### config.mk
export PLATFORM = sky130hd
export DESIGN_NAME = if_fetch_unit
export DESIGN_NICKNAME = d
export VERILOG_FILES = /design/src/rtl/fetch_pkg.sv /design/src/rtl/fetch_skid_buf.sv /design/src/rtl/if_fetch_unit.sv
export SDC_FILE = /design/constraint.sdc
export NUM_CORES = 1
export LEC_CHECK = 0
export ABC_CLOCK_PERIOD_IN_PS = 4400
export CAP_MARGIN = 20
export CORE_UTILIZATION = 45
export DETAILED_ROUTE_END_ITERATION = 8
export PLACE_DENSITY = 0.74
export SETUP_SLACK_MARGIN = 0.15
export SLEW_MARGIN = 15
export SYNTH_ARGS = -nofsm -noshare
export SYNTH_HDL_FRONTEND = slang
export SYNTH_SLANG_ARGS = --single-unit
### constraint.sdc
create_clock -name clk -period 4.4 [get_ports clk]
set_input_delay 0.66 -clock clk [delete_from_list [all_inputs] [get_ports clk]]
set_output_delay 0.66 -clock clk [all_outputs]
set_load 0.05 [all_outputs]
### src/rtl/fetch_pkg.sv
// Shared types and constants for the instruction-fetch stage.
package fetch_pkg;
  typedef enum logic [1:0] {S_REQ, S_FLUSH, S_HOLD} fetch_state_t;

  localparam logic [31:0] NOP_INST = 32'h0000_0013;
  localparam logic [31:0] PC_STEP  = 32'd4;
endpackage

### src/rtl/fetch_skid_buf.sv
// One-entry pc/inst holding register that catches a fetch returning while the output slot is stalled.
module fetch_skid_buf
  import fetch_pkg::*;
(
  input  logic        clk,
  input  logic        reset,
  input  logic        load,
  input  logic        unload,
  input  logic        flush,
  input  logic [31:0] pc_in,
  input  logic [31:0] inst_in,
  output logic [31:0] pc_out,
  output logic [31:0] inst_out,
  output logic        valid
);
  logic [31:0] pc_q, pc_d;
  logic [31:0] inst_q, inst_d;
  logic        valid_q, valid_d;

  always_comb begin
    pc_d    = pc_q;
    inst_d  = inst_q;
    valid_d = valid_q;
    if (unload || flush) valid_d = 1'b0;
    if (load) begin
      pc_d    = pc_in;
      inst_d  = inst_in;
      valid_d = 1'b1;
    end
  end

  always_ff @(posedge clk) begin
    if (reset) begin
      pc_q    <= '0;
      inst_q  <= NOP_INST;
      valid_q <= 1'b0;
    end else begin
      pc_q    <= pc_d;
      inst_q  <= inst_d;
      valid_q <= valid_d;
    end
  end

  assign pc_out   = pc_q;
  assign inst_out = inst_q;
  assign valid    = valid_q;
endmodule

### src/rtl/if_fetch_unit.sv
// Instruction-fetch stage: owns the PC, runs the imem req/ack handshake, skids one
// instruction under stall and redirects on taken branches.
module if_fetch_unit
  import fetch_pkg::*;
#(
  parameter logic [31:0] RESET_PC = 32'h0000_0000
) (
  input  logic        clk,
  input  logic        reset,
  input  logic        stalling,
  input  logic        branch_taken,
  input  logic [31:0] branch_target,
  output logic        imem_req,
  output logic [31:0] imem_addr,
  input  logic        imem_ack,
  input  logic [31:0] imem_rdata,
  output logic [31:0] PC_out,
  output logic [31:0] inst_data_out,
  output logic        ACK_out
);
  fetch_state_t state_q, state_d;
  logic [31:0]  fetch_pc_q, fetch_pc_d;
  logic [31:0]  redirect_pc_q, redirect_pc_d;
  logic [31:0]  pc_out_q, pc_out_d;
  logic [31:0]  inst_q, inst_d;
  logic         ack_q, ack_d;

  logic         skid_load, skid_unload, skid_flush, skid_valid;
  logic [31:0]  skid_pc, skid_inst;
  logic [31:0]  target;
  logic         slot_free;

  assign target    = branch_target & ~32'h3;
  assign slot_free = ~ack_q | ~stalling;

  fetch_skid_buf u_skid (
    .clk     (clk),
    .reset   (reset),
    .load    (skid_load),
    .unload  (skid_unload),
    .flush   (skid_flush),
    .pc_in   (fetch_pc_q),
    .inst_in (imem_rdata),
    .pc_out  (skid_pc),
    .inst_out(skid_inst),
    .valid   (skid_valid)
  );

  always_comb begin
    state_d       = state_q;
    fetch_pc_d    = fetch_pc_q;
    redirect_pc_d = redirect_pc_q;
    pc_out_d      = pc_out_q;
    inst_d        = inst_q;
    ack_d         = ack_q;
    skid_load     = 1'b0;
    skid_unload   = 1'b0;
    skid_flush    = 1'b0;
    unique case (state_q)
      S_REQ: begin
        if (imem_ack) begin
          if (branch_taken) begin
            fetch_pc_d = target;
            ack_d      = 1'b0;
          end else if (slot_free) begin
            pc_out_d   = fetch_pc_q;
            inst_d     = imem_rdata;
            ack_d      = 1'b1;
            fetch_pc_d = fetch_pc_q + PC_STEP;
          end else begin
            skid_load  = 1'b1;
            fetch_pc_d = fetch_pc_q + PC_STEP;
            state_d    = S_HOLD;
          end
        end else if (branch_taken) begin
          // Request must stay on the old address until acked, so park the target.
          redirect_pc_d = target;
          ack_d         = 1'b0;
          state_d       = S_FLUSH;
        end else if (~stalling) begin
          ack_d = 1'b0;
        end
      end
      S_HOLD: begin
        if (branch_taken) begin
          skid_flush = 1'b1;
          ack_d      = 1'b0;
          fetch_pc_d = target;
          state_d    = S_REQ;
        end else if (~stalling && skid_valid) begin
          skid_unload = 1'b1;
          pc_out_d    = skid_pc;
          inst_d      = skid_inst;
          ack_d       = 1'b1;
          state_d     = S_REQ;
        end
      end
      S_FLUSH: begin
        ack_d = 1'b0;
        if (branch_taken) redirect_pc_d = target;
        if (imem_ack) begin
          fetch_pc_d = branch_taken ? target : redirect_pc_q;
          state_d    = S_REQ;
        end
      end
      default: state_d = S_REQ;
    endcase
  end

  always_ff @(posedge clk) begin
    if (reset) begin
      state_q       <= S_REQ;
      fetch_pc_q    <= RESET_PC;
      redirect_pc_q <= '0;
      pc_out_q      <= '0;
      inst_q        <= NOP_INST;
      ack_q         <= 1'b0;
    end else begin
      state_q       <= state_d;
      fetch_pc_q    <= fetch_pc_d;
      redirect_pc_q <= redirect_pc_d;
      pc_out_q      <= pc_out_d;
      inst_q        <= inst_d;
      ack_q         <= ack_d;
    end
  end

  assign imem_req      = ~reset && (state_q != S_HOLD);
  assign imem_addr     = fetch_pc_q;
  assign PC_out        = pc_out_q;
  assign inst_data_out = inst_q;
  assign ACK_out       = ack_q;
endmodule

==> metrics <==
ys flop type dfxtp_1; Seq pwr share 40.8%; Post-CTS Setup Inserts 0; Setup TNS Final 0 ps; Setup Viol. Count Final 0; Mapped Cells ~1100; crit path time final 3030 ps; average size of a mapped cell 8.35 sq um; Comb power frac 27.7%; Clk Latency, worst-skew pair 430 ps; Yosys cell types between 60 and 70; initial DRC count 624; total CTS buffers 17; Detail Route Antenna Nets 0; pwr/cell area 456 nW/um^2; post-synthesis compound-gate area fraction about a fifth; TritonCTS clock tree done; I/O pin total approximately 170; post-synthesis simple-gate area fraction 19.8%; Setup crit end kind output pin; Async SR Flop Fraction 0%; Worst Setup Slack, final approximately 1400 ps; Worst Path Max Fanout 39; CP Data Arrival Time 2370 ps; mux cell area share after synthesis 7.87%; Max Fclk 0.330 GHz; Clock Pin Slew Worst Setup and Hold Paths roughly 70 ps; first-pass GRT wire length 36.5 mm; via count of the routed design 7928; Pleak 3.73 nW; Final Hold Fails 0; CTS H-Tree Depth 4; Via density 5.52; status complete, no violations; internal power 3.30 mW; CTS Root Cell clkbuf_16; switching pwr 1.78 mW; switching share of power 35.1%; post-DP HPWL 15.1 mm; area growth from synthesis to layout 26.1%; worst hold path type flop to flop; Worst setup SP type flop; gr usage total 23.0%; Die Wd 142 um; peak supply drop 0.000280 V; Gates resized, CTS repair 0; drt drc 0; sequential area share after synthesis 44.4%; EDFF count, synth 0; initial antenna violation count 0; Nets 1238; total wire length 23.1 mm; TritonRoute pass-1 iters 5; routed wire length per instance roughly 16 um; Core Util, Final 58.8%; largest net degree at the start of global routing about 130; die area 20200 sq um; largest family of logic cells by synthesized area compound AO/OA/AOI/OAI gates; Final Cycle Share slightly below 70%; syn_nets between 1000 and 1500; clock network power share 31.5%; ant diodes 0; YS warnings 0; post-synthesis adder-cell area fraction 0.708%; Worst Max-Slew Pin Slew 1110 ps; flops & latches, synth 196; Initial Util 46.6%; row count 50; Placer Congestion 0.869; hold_buf cts 0; RSZ-0062 raised after global routing no; Required @ worst endpoint 3740 ps; number of global-route vias before repair roughly 6900; # port buffers 164; clock sinks around 200; Place WS between 1000 and 1500 ps; area of the mapped netlist 8840 sq um; Slew HR 25.6%; layout cells sized above 1 5.95%; clk_skew 7.52 ps; die height roughly 140 um; Clock Path Buffers 2; global route overflow 0; xor/xnor share of the synthesized area 0.793%; Core ar. 19000 sq um; Final Max Tran Viols 0; Max-Cap Viols 0; critical path type flop to output pin
==> per-layer routing <==
layer	GRT usage, %	share of wire (%)	vias to the layer above
li1	-	-	3973
met1	33.8	48	3667
met2	33.9	44	258
met3	4.44	6.1	30
met4	6.79	1.8	0
met5	0	0	-
==> layout by cell type (no fill, tap or decap), types with 13 or more instances in the layout <==
cell type / n
nor3_1: 14
nand2_1: 215
a21oi_1: 113
dfxtp_1: 196
a221oi_1: 16
o21ai_0: 15
clkbuf_16: 17
clkdlybuf4s50_1: 163
nand3_1: 15
buf_4: 13
nor2_1: 95
a211oi_1: 77
mux2i_1: 65
==> through the flow <==
step	instance area, sq um	hold WS (ps)	total power [mW]	cells
after CTS	11100	457	5.11	1437
after global placement	10500	441	3.49	1404
final	11100	454	5.08	1437
after floorplan	8840	432	3.05	1059
after detailed placement	10500	446	3.51	1405
after global routing	11100	470	5.30	1437
==> power by group through the flow <==
| stage | clock (mW) | sequential (mW) | combinational [mW] |
|---|---|---|---|
| global route | 1.70 | 2.09 | 1.51 |
| detailed placement | 0 | 2.11 | 1.40 |
| floorplan | 0 | 2.45 | 0.605 |
| finish | 1.60 | 2.07 | 1.41 |
| global placement | 0 | 2.11 | 1.39 |
| CTS | 1.64 | 2.07 | 1.41 |
==> registers in the layout, summed over array words and instances (netlist names) <==
| signal | cells |
|---|---|
| u_skid.pc_out | 32 |
| inst_data_out | 32 |
| ACK_out | 1 |
| u_skid.inst_out | 32 |
| redirect_pc_q | 32 |
| imem_addr | 32 |
| state_q | 2 |
| PC_out | 32 |
| u_skid.valid | 1 |
==> cell usage after synthesis (all sizes together) (3+ instances only) <==
library cell / number / area [sq um]
nor3b: 3 / 22.5
nor2: 95 / 357
nand4: 4 / 46.3
mux2i: 65 / 651
ha: 5 / 62.6
nand2b: 8 / 50.1
nor3: 16 / 80.1
a21oi: 114 / 571
clkbuf: 67 / 285
buf: 25 / 144
a211oi: 77 / 578
inv: 7 / 26.3
xor2: 3 / 26.3
or3: 4 / 25.0
mux2: 4 / 45.0
nor4: 9 / 71.3
a22oi: 3 / 22.5
o21bai: 4 / 30.0
dfxtp: 196 / 3920
nand2: 215 / 807
xnor2: 5 / 43.8
a221o: 3 / 30.0
a221oi: 17 / 149
a22o: 8 / 70.1
o21a: 4 / 30.0
o211ai: 8 / 60.1
a31oi: 5 / 31.3
nand3: 16 / 85.1
a211o: 4 / 35.0
or2: 3 / 18.8
o21ai: 16 / 80.1
and3: 7 / 43.8
and4: 7 / 62.6
nand3b: 3 / 22.5
nor2b: 7 / 43.8
==> worst max-delay path, stage by stage (launching register included) <==
cell,delay [ps]
dfxtp_1,360
inv_1,130
ha_4,580
nor2_1,110
clkdlybuf4s50_1,740
==> final timing paths <==
| kind | start | to | slack (ps) | depth (start not counted) |
|---|---|---|---|---|
| min | u_skid.inst_out[11]$_SDFFE_PP0P_ | u_skid.inst_out[11]$_SDFFE_PP0P_ | 450 | 2 |
| max reg2reg | state_q[1]$_SDFFE_PP0P_ | imem_addr[18]$_SDFFE_PP0P_ | 1440 | 7 |
| max | state_q[0]$_SDFFE_PP0P_ | imem_req | 1370 | 4 |
| min reg2reg | u_skid.inst_out[11]$_SDFFE_PP0P_ | u_skid.inst_out[11]$_SDFFE_PP0P_ | 450 | 2 |
==> area by class of cell <==
cell class                      count  area [sq um]
Fill cell                        1710          7810
Multi-Input combinational cell    764          4500
Sequential cell                   196          3920
Timing Repair Buffer              178          1760
Clock buffer                       18           439
Tap cell                          260           325
Clock inverter                     14           168
Inverter                            7          26.3
==> cells by family after synthesis <==
group,count (synthesis)
buffers and inverters,99
AO/OA/AOI/OAI,283
multiplexers,69
adder cells (fa/ha/maj),5
XOR/XNOR,8
AND/OR/NAND/NOR,399
flip-flops,196
Note: power is estimated with default switching activity, not from simulation.
